==> src/rtl/gfx_cmd_tx_if.sv <==
// Draw-request port of the graphics command transmitter: valid/ready plus the
// request fields. Master is the requester, slave is gfx_cmd_tx.
interface gfx_cmd_tx_if;
  logic       req_valid;
  logic       req_ready;
  logic       req_op;
  logic [7:0] req_xs;
  logic [7:0] req_ys;
  logic [7:0] req_xe;
  logic [7:0] req_ye;
  logic [7:0] req_colour;

  modport master (
    output req_valid, req_op, req_xs, req_ys, req_xe, req_ye, req_colour,
    input  req_ready
  );

  modport slave (
    input  req_valid, req_op, req_xs, req_ys, req_xe, req_ye, req_colour,
    output req_ready
  );
endinterface

==> src/rtl/gfx_cmd_tx.sv <==
// Graphics command transmitter: FIFOs point/line requests and serialises them as
// opcode+operand bytes, then guards the stream. GFX_TX_BUSY_HANDSHAKE_EN adds eng_busy.
module gfx_cmd_tx #(
  parameter int         DEPTH       = 4,
  parameter int         GUARD_BASE  = 16,
  parameter int         GUARD_PER_X = 4,
  parameter logic [7:0] IDLE_BYTE   = 8'h00
) (
  input  logic         clk,
  input  logic         rst,
  gfx_cmd_tx_if.slave  rq,
  output logic [7:0]   cmd,
  output logic         cmd_strobe,
  output logic         busy
`ifdef GFX_TX_BUSY_HANDSHAKE_EN
  , input  logic       eng_busy
`endif
);
  localparam int AW = $clog2(DEPTH);

  typedef struct packed {
    logic       op;
    logic [7:0] xs;
    logic [7:0] ys;
    logic [7:0] xe;
    logic [7:0] ye;
    logic [7:0] colour;
  } req_t;

  typedef enum logic [1:0] {IDLE, SEND, GUARD} state_t;

  req_t          mem [DEPTH];
  req_t          in_req, head, pkt;
  logic [AW-1:0] wptr, rptr;
  logic [AW:0]   count;
  logic          push, pop;
  state_t        state;
  logic [2:0]    idx, pkt_len;
  logic [15:0]   gcnt, guard_ld;
  logic [8:0]    dx;
  logic [7:0]    nxt_byte;
  logic          guard_rel;

  assign in_req       = '{op: rq.req_op, xs: rq.req_xs, ys: rq.req_ys,
                          xe: rq.req_xe, ye: rq.req_ye, colour: rq.req_colour};
  assign rq.req_ready = (count != (AW+1)'(DEPTH));
  assign push         = rq.req_valid & rq.req_ready;
  assign pop          = (state == IDLE) && (count != '0);
  assign head         = mem[rptr];
  assign busy         = (count != '0) || (state != IDLE);

  always_ff @(posedge clk)
    if (push) mem[wptr] <= in_req;

  always_ff @(posedge clk or posedge rst) begin
    if (rst) begin
      wptr  <= '0;
      rptr  <= '0;
      count <= '0;
    end else begin
      if (push) wptr <= wptr + 1'b1;
      if (pop)  rptr <= rptr + 1'b1;
      count <= count + {{AW{1'b0}}, push} - {{AW{1'b0}}, pop};
    end
  end

  // idx names the next operand byte to drive; the opcode leaves on the pop edge.
  always_comb begin
    pkt_len  = pkt.op ? 3'd6 : 3'd4;
    nxt_byte = IDLE_BYTE;
    case (idx)
      3'd1:    nxt_byte = pkt.xs;
      3'd2:    nxt_byte = pkt.ys;
      3'd3:    nxt_byte = pkt.op ? pkt.xe : pkt.colour;
      3'd4:    nxt_byte = pkt.ye;
      3'd5:    nxt_byte = pkt.colour;
      default: nxt_byte = IDLE_BYTE;
    endcase
  end

  // The engine only walks x upwards, so a reversed line costs a single x step.
  always_comb begin
    dx = (pkt.xe >= pkt.xs) ? ({1'b0, pkt.xe} - {1'b0, pkt.xs}) : 9'd0;
`ifdef GFX_TX_BUSY_HANDSHAKE_EN
    guard_ld  = 16'd2;
    guard_rel = !eng_busy;
`else
    guard_ld  = pkt.op ? 16'(GUARD_BASE) + 16'(GUARD_PER_X) * (16'(dx) + 16'd1)
                       : 16'(GUARD_BASE);
    guard_rel = 1'b1;
`endif
  end

  always_ff @(posedge clk or posedge rst) begin
    if (rst) begin
      state      <= IDLE;
      cmd        <= IDLE_BYTE;
      cmd_strobe <= 1'b0;
      idx        <= '0;
      gcnt       <= '0;
      pkt        <= '0;
    end else begin
      case (state)
        IDLE: if (pop) begin
          pkt        <= head;
          idx        <= 3'd1;
          cmd        <= head.op ? 8'd76 : 8'd80;
          cmd_strobe <= 1'b1;
          state      <= SEND;
        end
        SEND: if (idx == pkt_len) begin
          cmd        <= IDLE_BYTE;
          cmd_strobe <= 1'b0;
          idx        <= '0;
          gcnt       <= guard_ld;
          state      <= GUARD;
        end else begin
          cmd <= nxt_byte;
          idx <= idx + 3'd1;
        end
        GUARD: if (gcnt > 16'd1) gcnt <= gcnt - 16'd1;
          else if (guard_rel) begin
            gcnt  <= '0;
            state <= IDLE;
          end
        default: state <= IDLE;
      endcase
    end
  end
endmodule

==> src/flat_wrapper.sv <==
// flat-port wrapper written by rule: the top's interface ports become plain ports
module gfx_cmd_tx_flat 
#(
  parameter int         DEPTH       = 4,
  parameter int         GUARD_BASE  = 16,
  parameter int         GUARD_PER_X = 4,
  parameter logic [7:0] IDLE_BYTE   = 8'h00
)
  (clk, rst, cmd, cmd_strobe, busy, rq_req_valid, rq_req_op, rq_req_xs, rq_req_ys, rq_req_xe, rq_req_ye, rq_req_colour, rq_req_ready);
  gfx_cmd_tx_if rq_i ();
  input  logic clk;
  input  logic rst;
  output logic [7:0] cmd;
  output logic cmd_strobe;
  output logic busy;
  input wire logic [$bits(rq_i.req_valid)-1:0] rq_req_valid;
  input wire logic [$bits(rq_i.req_op)-1:0] rq_req_op;
  input wire logic [$bits(rq_i.req_xs)-1:0] rq_req_xs;
  input wire logic [$bits(rq_i.req_ys)-1:0] rq_req_ys;
  input wire logic [$bits(rq_i.req_xe)-1:0] rq_req_xe;
  input wire logic [$bits(rq_i.req_ye)-1:0] rq_req_ye;
  input wire logic [$bits(rq_i.req_colour)-1:0] rq_req_colour;
  output wire logic [$bits(rq_i.req_ready)-1:0] rq_req_ready;
  assign rq_i.req_valid = rq_req_valid;
  assign rq_i.req_op = rq_req_op;
  assign rq_i.req_xs = rq_req_xs;
  assign rq_i.req_ys = rq_req_ys;
  assign rq_i.req_xe = rq_req_xe;
  assign rq_i.req_ye = rq_req_ye;
  assign rq_i.req_colour = rq_req_colour;
  assign rq_req_ready = rq_i.req_ready;
  gfx_cmd_tx #(.DEPTH(DEPTH), .GUARD_BASE(GUARD_BASE), .GUARD_PER_X(GUARD_PER_X), .IDLE_BYTE(IDLE_BYTE)) u_core (.clk(clk), .rst(rst), .rq(rq_i), .cmd(cmd), .cmd_strobe(cmd_strobe), .busy(busy));
endmodule
==> config.mk <==
export PLATFORM = sky130hd
export DESIGN_NAME = gfx_cmd_tx_flat
export DESIGN_NICKNAME = d
export VERILOG_FILES = /design/src/rtl/gfx_cmd_tx_if.sv /design/src/rtl/gfx_cmd_tx.sv /design/src/flat_wrapper.sv
export SDC_FILE = /design/constraint.sdc
export NUM_CORES = 1
export LEC_CHECK = 0
export ABC_CLOCK_PERIOD_IN_PS = 8500
export BUFFER_PORTS_ARGS = -buffer_cell sky130_fd_sc_hd__buf_2
export CORE_MARGIN = 1.5
export CORE_UTILIZATION = 66
export DETAILED_ROUTE_END_ITERATION = 10
export PLACE_DENSITY = 0.92
export SYNTH_ARGS = -nofsm -noshare
export SYNTH_HDL_FRONTEND = slang
export SYNTH_SLANG_ARGS = --single-unit
export TNS_END_PERCENT = 20
==> constraint.sdc <==
create_clock -name clk -period 8.5 [get_ports clk]
set_input_delay 0.85 -clock clk [delete_from_list [all_inputs] [get_ports clk]]
set_output_delay 0.85 -clock clk [all_outputs]
set_load 0.01 [all_outputs]
==> results.toml <==
[final_layout]
n_fill_cell = 849
drive_gt1_frac = 0.193
nNetsFinal = 866
antenna_cells = 0
area_delta_synth_final_pct = 11.2

[pwr]
powerDensity_nw_per_um2 = 411
p_leak_nw = 4.49
vdd_ir_drop_max_mv = 0.227

[die]
die-area_um2 = 16600
core_um2 = 15400
initial_core_util = 0.681
die_h_um = 129
die_width_um = 129
num_rows = 45
ioPinCount = 55

[grt]
antenna_found_initial = 0
first_global_vias = 6811
grt_max_degree = 79
grt.total_usage = 0.297
overflow = 0
grt_pass1_wl_mm = 36.7

[yosys]
synth_cells = 745
syn_avg_cell_area_um2 = 14.0
synth_nets = 814
synth_edf_count = 164
ys_ff_latch = 242
async_flop_share = 0.322
syn_area_um2 = 10500
synth_cell_types = 60
ys_seq_area_frac = 0.657
yosysWarnings = 0
ys.flop_type = "edfxtp_1"

[cts]
clock_path_buffers = 3
cts_setup_buffers = 0
path_clk_slew_ns = 0.06
cts_tree = "yes"
ctsHoldBuffers = 0
cts_buffers = 23
cts_root_buf = "clkbuf_16"
cts_resized = 0
htreeDepth = 1
clock_sinks = 242
clock_latency_ns = 0.52

[drt]
drt-met1-wl_mm = 8.65
highest_layer = "met4"
wl_met2_mm = 11.8
num_vias = 6613
routed_wl_mm = 23.2
first_pass_iters = 5
drt-wirelength-per-cell_um = 22.7
drt_first_iter_violations = 748
avgViaCountPerCell = 6.45
drc = 0
antenna_left = 0
wl_met3_mm = 1.81

[sta]
finalSetupTns_ns = 0
timing.final.crit_share = 0.439
tightest_slew_ns = 1.18
min_period_ns = 3.73
slew_viol_final = 0
rsz0062_at_grt = "false"
finalHoldViolations = 0
hold_slack_ns = 0.484
setup_viol = 0
fmax_mhz = 268
fin_skew_ns = 0.0133
slew_headroom = 0.212

[setup_path]
r2r_end = "u_core.gcnt[11]"
critPathMaxFanout = 10
start_kind = "flip-flop"
timing.rr.start = "u_core.pkt[19]"
endpoint = "u_core.gcnt[11]"
reg2regPathDepth = 13
cp.required_ns = 8.94
cp.arrival_ns = 4.17
critical_path_class = "reg2reg"
crit_path_end_kind = "flip-flop"
worstSetupStartpoint = "u_core.pkt[19]"
r2r_slack_ns = 4.77

[place]
port_buffers = 54
hpwl_mm = 14.0
place_congestion = 0.876

[job]
drv_cap = 0

[min_path]
hp-class = "reg2reg"
hold_depth = 1

[outcome]
status = "completed"
cells in the final DEF, fill, tap and decap left out, types with 3 or more instances in the layout:
cell       count
a21oi_1       27
a221o_1        3
a221oi_1       8
a22o_1         6
and3_2         4
buf_2         54
buf_4          5
clkbuf_1       9
clkbuf_16     23
clkbuf_8       5
clkinv_1       3
dfrtp_1       77
edfxtp_1     164
ha_1          23
inv_1         25
mux2_2         9
mux4_2        41
nand2_1      140
nand2b_1       5
nand3_1       12
nand3b_1       3
nor2_1        29
nor2b_1        5
nor3_1         5
nor4_1         5
o21ai_0       51
o22ai_1        3
xnor2_1       16
xor2_1         6
report_power, final:
part / switching, mW / internal [mW] / total (mW)
clock: 0.423 / 0.579 / 1.00
sequential: 0.226 / 1.62 / 1.84
combinational: 1.17 / 0.777 / 1.94
total: 1.82 / 2.97 / 4.79
metrics by stage:
| stage | cell area (um^2) | std cells | utilization | total power [mW] | setup slack [ns] |
|---|---|---|---|---|---|
| floorplan | 10500 | 745 | - | 3.24 | 5.18 |
| finish | 11600 | 1025 | 0.757 | 4.79 | 4.77 |
| CTS | 11600 | 1025 | 0.757 | 4.77 | 4.79 |
| detailed placement | 10900 | 983 | 0.709 | 3.73 | 4.83 |
| global placement | 10900 | 983 | 0.709 | 3.62 | 4.98 |
| global route | 11600 | 1025 | 0.757 | 5.05 | 4.58 |
worst min path at each step:
| stage | slack, ns | to | start |
|---|---|---|---|
| global placement | 0.46 | u_core.gcnt[14] | u_core.gcnt[14] |
| floorplan | 0.45 | u_core.pkt[15] | u_core.pkt[15] |
| CTS | 0.49 | u_core.gcnt[14] | u_core.gcnt[14] |
| detailed placement | 0.47 | u_core.pkt[31] | u_core.pkt[31] |
| finish | 0.48 | u_core.gcnt[15] | u_core.gcnt[15] |
| global route | 0.52 | u_core.gcnt[14] | u_core.gcnt[14] |
cell usage after synthesis (2+ instances only):
| library cell | instances | area share |
|---|---|---|
| a22o_1 | 6 | 0.0050 |
| o22ai_1 | 3 | 0.0018 |
| o21ai_0 | 51 | 0.024 |
| nand2b_1 | 5 | 0.0030 |
| a21o_1 | 2 | 0.0014 |
| or3_1 | 2 | 0.0012 |
| fa_1 | 2 | 0.0038 |
| dfrtp_1 | 78 | 0.19 |
| nor3_1 | 5 | 0.0024 |
| o21ai_1 | 2 | 0.00096 |
| edfxtp_1 | 164 | 0.47 |
| nor2b_1 | 5 | 0.0030 |
| and3_1 | 6 | 0.0036 |
| mux4_2 | 41 | 0.088 |
| a221oi_1 | 8 | 0.0067 |
| ha_1 | 23 | 0.027 |
| clkbuf_1 | 24 | 0.0086 |
| a22oi_1 | 2 | 0.0014 |
| nor2_1 | 29 | 0.010 |
| o31ai_1 | 2 | 0.0014 |
| xor2_1 | 6 | 0.0050 |
| a21oi_1 | 27 | 0.013 |
| nand3_1 | 12 | 0.0057 |
| a221o_1 | 3 | 0.0029 |
| xnor2_1 | 16 | 0.013 |
| mux2i_1 | 2 | 0.0019 |
| inv_1 | 26 | 0.0093 |
| nand4_1 | 2 | 0.0012 |
| nor4_1 | 5 | 0.0030 |
| nand3b_1 | 3 | 0.0022 |
| mux2_2 | 9 | 0.0097 |
| o311a_4 | 2 | 0.0041 |
| nand2_1 | 140 | 0.050 |
| buf_1 | 6 | 0.0022 |
final cells by class:
cell class,count,area (um^2),share of cell area
multi-input cells,444,3350,0.287
flip-flops and latches,242,6880,0.591
inverters,27,101,0.00871
clock inverters,5,65.1,0.00559
clock buffers,37,678,0.0583
well taps,211,264,0.0227
repair buffers,59,308,0.0264
logic make-up after synthesis:
kind of cell    count (synthesis)  synth area share
xor+xnor                       22            0.0184
buf+inv                        59            0.0237
mux                            52            0.0998
compound gates                118            0.0717
simple gates                  227            0.0979
fa+ha+maj                      25            0.0313
flops                         242             0.657
registers in the layout (all words and copies together) (netlist names):
name	cells
u_core.cmd	8
u_core.cmd_strobe	1
u_core.count	3
u_core.gcnt	16
u_core.idx	3
u_core.mem	164
u_core.pkt	41
u_core.rptr	2
u_core.state	2
u_core.wptr	2
worst max-delay path, stage by stage (launching register included):
cell and delay (ns):
dfrtp_1 0.40, ha_1 0.37, a21o_1 0.18, a21oi_1 0.19, o21ai_1 0.16, a21oi_1 0.63, nor2_1 0.11, ha_1 0.28
nand3_1 0.14, nor3_2 0.08, xnor2_1 0.17, or3_4 0.34, or4_1 0.52, o211ai_2 0.08
routing by layer:
metal  vias to the layer above  GRT usage
met3                        91     0.0532
met2                       390      0.505
met5                         -          0
met4                         0      0.128
li1                       2866          -
met1                      3266      0.381
(Power assumes the default switching activity.)
